### config.mk
export PLATFORM = sky130hd
export DESIGN_NAME = c3lib_ckact_det
export DESIGN_NICKNAME = d
export VERILOG_FILES = /design/src/rtl/c3lib_ckact_det.sv
export SDC_FILE = /design/constraint.sdc
export NUM_CORES = 1
export LEC_CHECK = 0
export CAP_MARGIN = 10
export CORE_MARGIN = 4
export CORE_UTILIZATION = 59
export DETAILED_ROUTE_END_ITERATION = 7
export HOLD_SLACK_MARGIN = 0.03
export PLACE_DENSITY = 0.88
export SLEW_MARGIN = 10
export SYNTH_ARGS = -nofsm -noshare
export SYNTH_HDL_FRONTEND = slang
export SYNTH_SLANG_ARGS = --single-unit
### constraint.sdc
create_clock -name clk -period 5.9 [get_ports clk]
set_clock_uncertainty 0.2 [all_clocks]
set_input_delay 1.18 -clock clk [delete_from_list [all_inputs] [get_ports clk]]
set_output_delay 1.18 -clock clk [all_outputs]
set_load 0.05 [all_outputs]
### src/rtl/c3lib_ckact_det.sv
// c3lib_ckact_det: clock activity detector for a c3lib clock path.
// Counts synchronized mon_clk rising edges per window and reports alive/fast.
module c3lib_ckact_det #(
  parameter int SYNC_STAGES  = 2,
  parameter int WIN_CYCLES   = 64,
  parameter int CNT_W        = 8,
  parameter int MIN_EDGES    = 4,
  parameter int MAX_EDGES    = 30,
  parameter int LOSS_WINDOWS = 2
) (
  input  logic             clk,
  input  logic             rst,
  input  logic             enable,
  input  logic             mon_clk,
  output logic             clk_alive,
  output logic             clk_fast,
  output logic             meas_done,
  output logic [CNT_W-1:0] edge_cnt
);

  localparam int WIN_W  = $clog2(WIN_CYCLES);
  localparam int LOSS_W = $clog2(LOSS_WINDOWS + 1);

  localparam logic [WIN_W-1:0]  WIN_LAST = WIN_W'(WIN_CYCLES - 1);
  localparam logic [WIN_W-1:0]  WIN_PRE  = WIN_W'(WIN_CYCLES - 2);
  localparam logic [CNT_W-1:0]  MIN_C    = CNT_W'(MIN_EDGES);
  localparam logic [CNT_W-1:0]  MAX_C    = CNT_W'(MAX_EDGES);
  localparam logic [LOSS_W-1:0] LOSS_MAX = LOSS_W'(LOSS_WINDOWS);

  typedef enum logic {
    IDLE,
    MEASURE
  } state_t;

  state_t state;

  logic [SYNC_STAGES-1:0] sync;
  logic                   sync_q;
  logic                   edge_p;
  logic [WIN_W-1:0]       win;
  logic [CNT_W-1:0]       cnt;
  logic [CNT_W-1:0]       cnt_inc;
  logic [LOSS_W-1:0]      low;
  logic [LOSS_W-1:0]      low_nxt;
  logic                   good;

  always_ff @(posedge clk or posedge rst) begin
    if (rst) begin
      sync   <= '0;
      sync_q <= 1'b0;
      edge_p <= 1'b0;
    end else begin
      sync   <= {sync[SYNC_STAGES-2:0], mon_clk};
      sync_q <= sync[SYNC_STAGES-1];
      edge_p <= sync[SYNC_STAGES-1] & ~sync_q;
    end
  end

  assign cnt_inc = (edge_p && cnt != '1) ? cnt + 1'b1 : cnt;
  assign good    = cnt_inc >= MIN_C;
  assign low_nxt = (low == LOSS_MAX) ? low : low + 1'b1;

  // meas_done is set one cycle early so it is high during the last window cycle
  always_ff @(posedge clk or posedge rst) begin
    if (rst) begin
      state     <= IDLE;
      win       <= '0;
      cnt       <= '0;
      low       <= '0;
      meas_done <= 1'b0;
      edge_cnt  <= '0;
      clk_alive <= 1'b0;
      clk_fast  <= 1'b0;
    end else begin
      meas_done <= 1'b0;
      case (state)
        IDLE: begin
          win <= '0;
          cnt <= '0;
          if (enable) state <= MEASURE;
        end
        MEASURE: begin
          if (win == WIN_LAST) begin
            edge_cnt <= cnt_inc;
            clk_fast <= cnt_inc > MAX_C;
            cnt      <= '0;
            win      <= '0;
            if (good) begin
              clk_alive <= 1'b1;
              low       <= '0;
            end else begin
              low <= low_nxt;
              if (low_nxt == LOSS_MAX) clk_alive <= 1'b0;
            end
            if (!enable) state <= IDLE;
          end else if (!enable) begin
            state <= IDLE;
            win   <= '0;
            cnt   <= '0;
          end else begin
            win       <= win + 1'b1;
            cnt       <= cnt_inc;
            meas_done <= (win == WIN_PRE);
          end
        end
        default: state <= IDLE;
      endcase
    end
  end

endmodule

==> impl_results.md <==
- Fin. Hold Viols: 0
- Layout area overhead: 14.6%
- Cell Area, Synth: 1490 um^2
- Initial antenna violation count: 0
- Rel. slew slack: 30.7%
- Pre-antenna DRT Iters: 4
- Clock network power share: 40.8%
- Share of cells above drive strength 1: 9.38%
- Sequential area share after synthesis: 53.7%
- Via Count: 1131
- Clk buf depth: 2
- Worst path bufs/invs: 1
- Pins Over Slew Limit: 0
- Comb power frac: 3.0%
- Synth Net Count: 151
- Total track usage: 21.2%
- Max stage delay on crit path: 0.81 ns
- Peak fanout along the critical path: 2
- Worst IR Drop VDD: 282 uV
- FILL cells: 150
- R2R depth: 6
- Crit-path slowest cell: clkdlybuf4s50_1
- Post-layout util: 74.3%
- Clock sinks: 32
- CTS tree: done
- Internal Power: 314 uW
- Library cells used by synthesis: 40
- Worst hold path type: reg2reg
- Final setup TNS: 0 ns
- ANT cells: 0
- Hold depth: 0
- Starting DRT DRC Count: 42
- DP HPWL: 2.16 mm
- Latest clock arrival within the worst-skew pair: 0.34 ns
- Crit path DAT: 1.54 ns
- Core Rows: 17
- Status: finished, final reports clean
- Largest net degree at the start of global routing: 33
- Tcrit/Tclk final: 49.5%
- Post-layout min period: 2.92 ns
- Worst path required time: 4.52 ns
- Crit end category: output port
- Global-route wire length before repair: 5.32 mm
- CTS Buf Count: 5
- Worst-path clk slew: 0.10 ns
- I/O Buffers: 14
- Sequential share of power: 56.2%
- Io pins: 15
- Starting density of the core: 64.9%
- Crit-path cells: clkdlybuf4s50_1
- Full die area: 3390 um^2
- Chip height: 58.3 um
- Flop and latch count out of synthesis: 32
- CTS root buffer: clkbuf_4
- # resized after CTS: 0
- Maxcap violations: 0
- Static Leak: 0.000751 uW
- Worst Setup Path Type: reg2out
- Worst-Margin Slew: 1.03 ns
- Startpoint class of the critical path: flip-flop
- Nets: 167
- Final GP Congestion: 0.905
- Die W: 58.3 um
- Cells after synthesis: 143
- Final WL: 2.96 mm
- Routed len/inst: 15.7 um
- Top delay family on crit path: buffers and inverters
- RSZ-0062 raised after global routing: false
- Final ANT Viol Nets: 0
- WP depth: 1
- Fmax: 0.343 GHz
- Final-report setup violation count: 0
- Vias per cell: 6.02
- Sw Ratio: 21.3%
- Total core area: 2300 um^2
- Number of global-route vias before repair: 1159
- Yosys warns: 0
- Cell Pwr Density: 234 nW/um^2
- GRT overflow: 0
- Post-CTS Repair Setup Buffers: 0
- Switch Pwr: 85.0 uW
- DR DRC count: 0
- Avg Inst Size Synth: 10.4 um^2
- CTS H-tree lvls: 2
- # hold bufs at CTS: 0
==> cells in the final DEF, fill, tap and decap left out, drive strengths merged, types with 5 or more instances in the layout <==
cell type	synthesis	layout
nand3	6	6
nand4	5	5
nand2	17	17
nor2	19	19
clkbuf	2	5
inv	6	5
o21ai	13	13
clkdlybuf4s50	0	14
dfrtp	32	32
==> state kept, by name, summed over array words and instances (netlist names) <==
register,cells
cnt,8
sync_q,1
clk_alive,1
clk_fast,1
win,6
sync,2
meas_done,1
low,2
edge_p,1
edge_cnt,8
state,1
==> final timing paths <==
path / slack (ns) / endpoint / start
setup / recovery: 2.98 / clk_fast / clk_fast$_DFFE_PP0P_
hold / removal: 0.16 / sync[1]$_DFF_PP0_ / sync[0]$_DFF_PP0_
setup reg to reg: 3.70 / low[0]$_DFFE_PP0P_ / cnt[0]$_DFF_PP0_
hold reg to reg: 0.16 / sync[1]$_DFF_PP0_ / sync[0]$_DFF_PP0_
max in group asynchronous: 3.94 / edge_cnt[0]$_DFFE_PP0P_ / rst
min in group asynchronous: 1.08 / cnt[3]$_DFF_PP0_ / rst
==> metal layers <==
| metal | global-route usage (%) | part of all wire, % | vias up |
|---|---|---|---|
| li1 | - | - | 538 |
| met1 | 24.1 | 41 | 559 |
| met2 | 35.5 | 52 | 25 |
| met3 | 7.57 | 3.7 | 9 |
| met4 | 10.3 | 2.8 | 0 |
| met5 | 0 | 0 | - |
==> cells by family after synthesis <==
group / synth area share, %
buf+inv: 4.03
compound gates: 12.0
simple gates: 22.6
fa+ha+maj: 3.36
mux: 1.34
flops: 53.7
xor+xnor: 2.94
==> cell usage after synthesis <==
master | number | share of area [%]
xor2_1 | 4 | 2.4
nand4_1 | 4 | 1.7
a21boi_0 | 1 | 0.50
dfrtp_1 | 32 | 54
nor2b_1 | 1 | 0.42
and4b_1 | 1 | 0.67
and2b_1 | 1 | 0.50
inv_1 | 6 | 1.5
nor3_1 | 2 | 0.67
or2_2 | 1 | 0.42
o32ai_1 | 1 | 0.59
and4_4 | 1 | 0.76
mux2i_1 | 2 | 1.3
buf_4 | 1 | 0.50
xnor2_1 | 1 | 0.59
o21a_1 | 1 | 0.50
a31o_1 | 2 | 1.2
ha_1 | 4 | 3.4
a21oi_1 | 1 | 0.34
nand3_1 | 6 | 2.0
nor4b_1 | 1 | 0.59
and4_1 | 2 | 1.2
nand4_2 | 1 | 0.84
nand2_1 | 17 | 4.3
clkbuf_1 | 2 | 0.50
and3_2 | 1 | 0.50
a21o_1 | 1 | 0.50
a41oi_2 | 1 | 1.1
o22ai_1 | 1 | 0.42
a41oi_1 | 1 | 0.59
o21ai_1 | 2 | 0.67
and3_1 | 3 | 1.3
o21ai_2 | 1 | 0.59
a311o_1 | 1 | 0.67
o21ai_0 | 10 | 3.4
a2111oi_2 | 1 | 1.0
and4bb_1 | 1 | 0.84
nor2_1 | 19 | 4.8
nand4b_1 | 2 | 1.2
buf_6 | 2 | 1.5
==> final cells by class <==
class	instances	area [um^2]	share of cell area, %
tap	28	35.0	2.05
inverter	6	22.5	1.32
clock inverter	3	42.5	2.49
timing repair buffer	14	140	8.21
multi-input combinational	100	629	36.8
clock buffer	5	37.5	2.20
sequential	32	801	46.9
==> power by group through the flow <==
stage	clock (uW)	sequential, uW	combinational [uW]
after floorplan	0	228	7.95
after global placement	0	228	11.4
after detailed placement	0	229	12.1
after CTS	166	224	12.1
after global routing	177	225	13.4
final	163	224	11.8
==> metrics by stage <==
| step | cells | hold WS [ns] | instance area (um^2) | setup slack [ns] | total power (uW) |
|---|---|---|---|---|---|
| after floorplan | 143 | 0.131 | 1490 | 3.83 | 236 |
| after global placement | 180 | 0.144 | 1630 | 3.21 | 240 |
| after detailed placement | 180 | 0.141 | 1630 | 3.17 | 241 |
| after CTS | 188 | 0.170 | 1710 | 2.97 | 402 |
| after global routing | 188 | 0.176 | 1710 | 2.94 | 415 |
| final | 188 | 0.162 | 1710 | 2.98 | 399 |
Power figures use the tool's default switching activity.
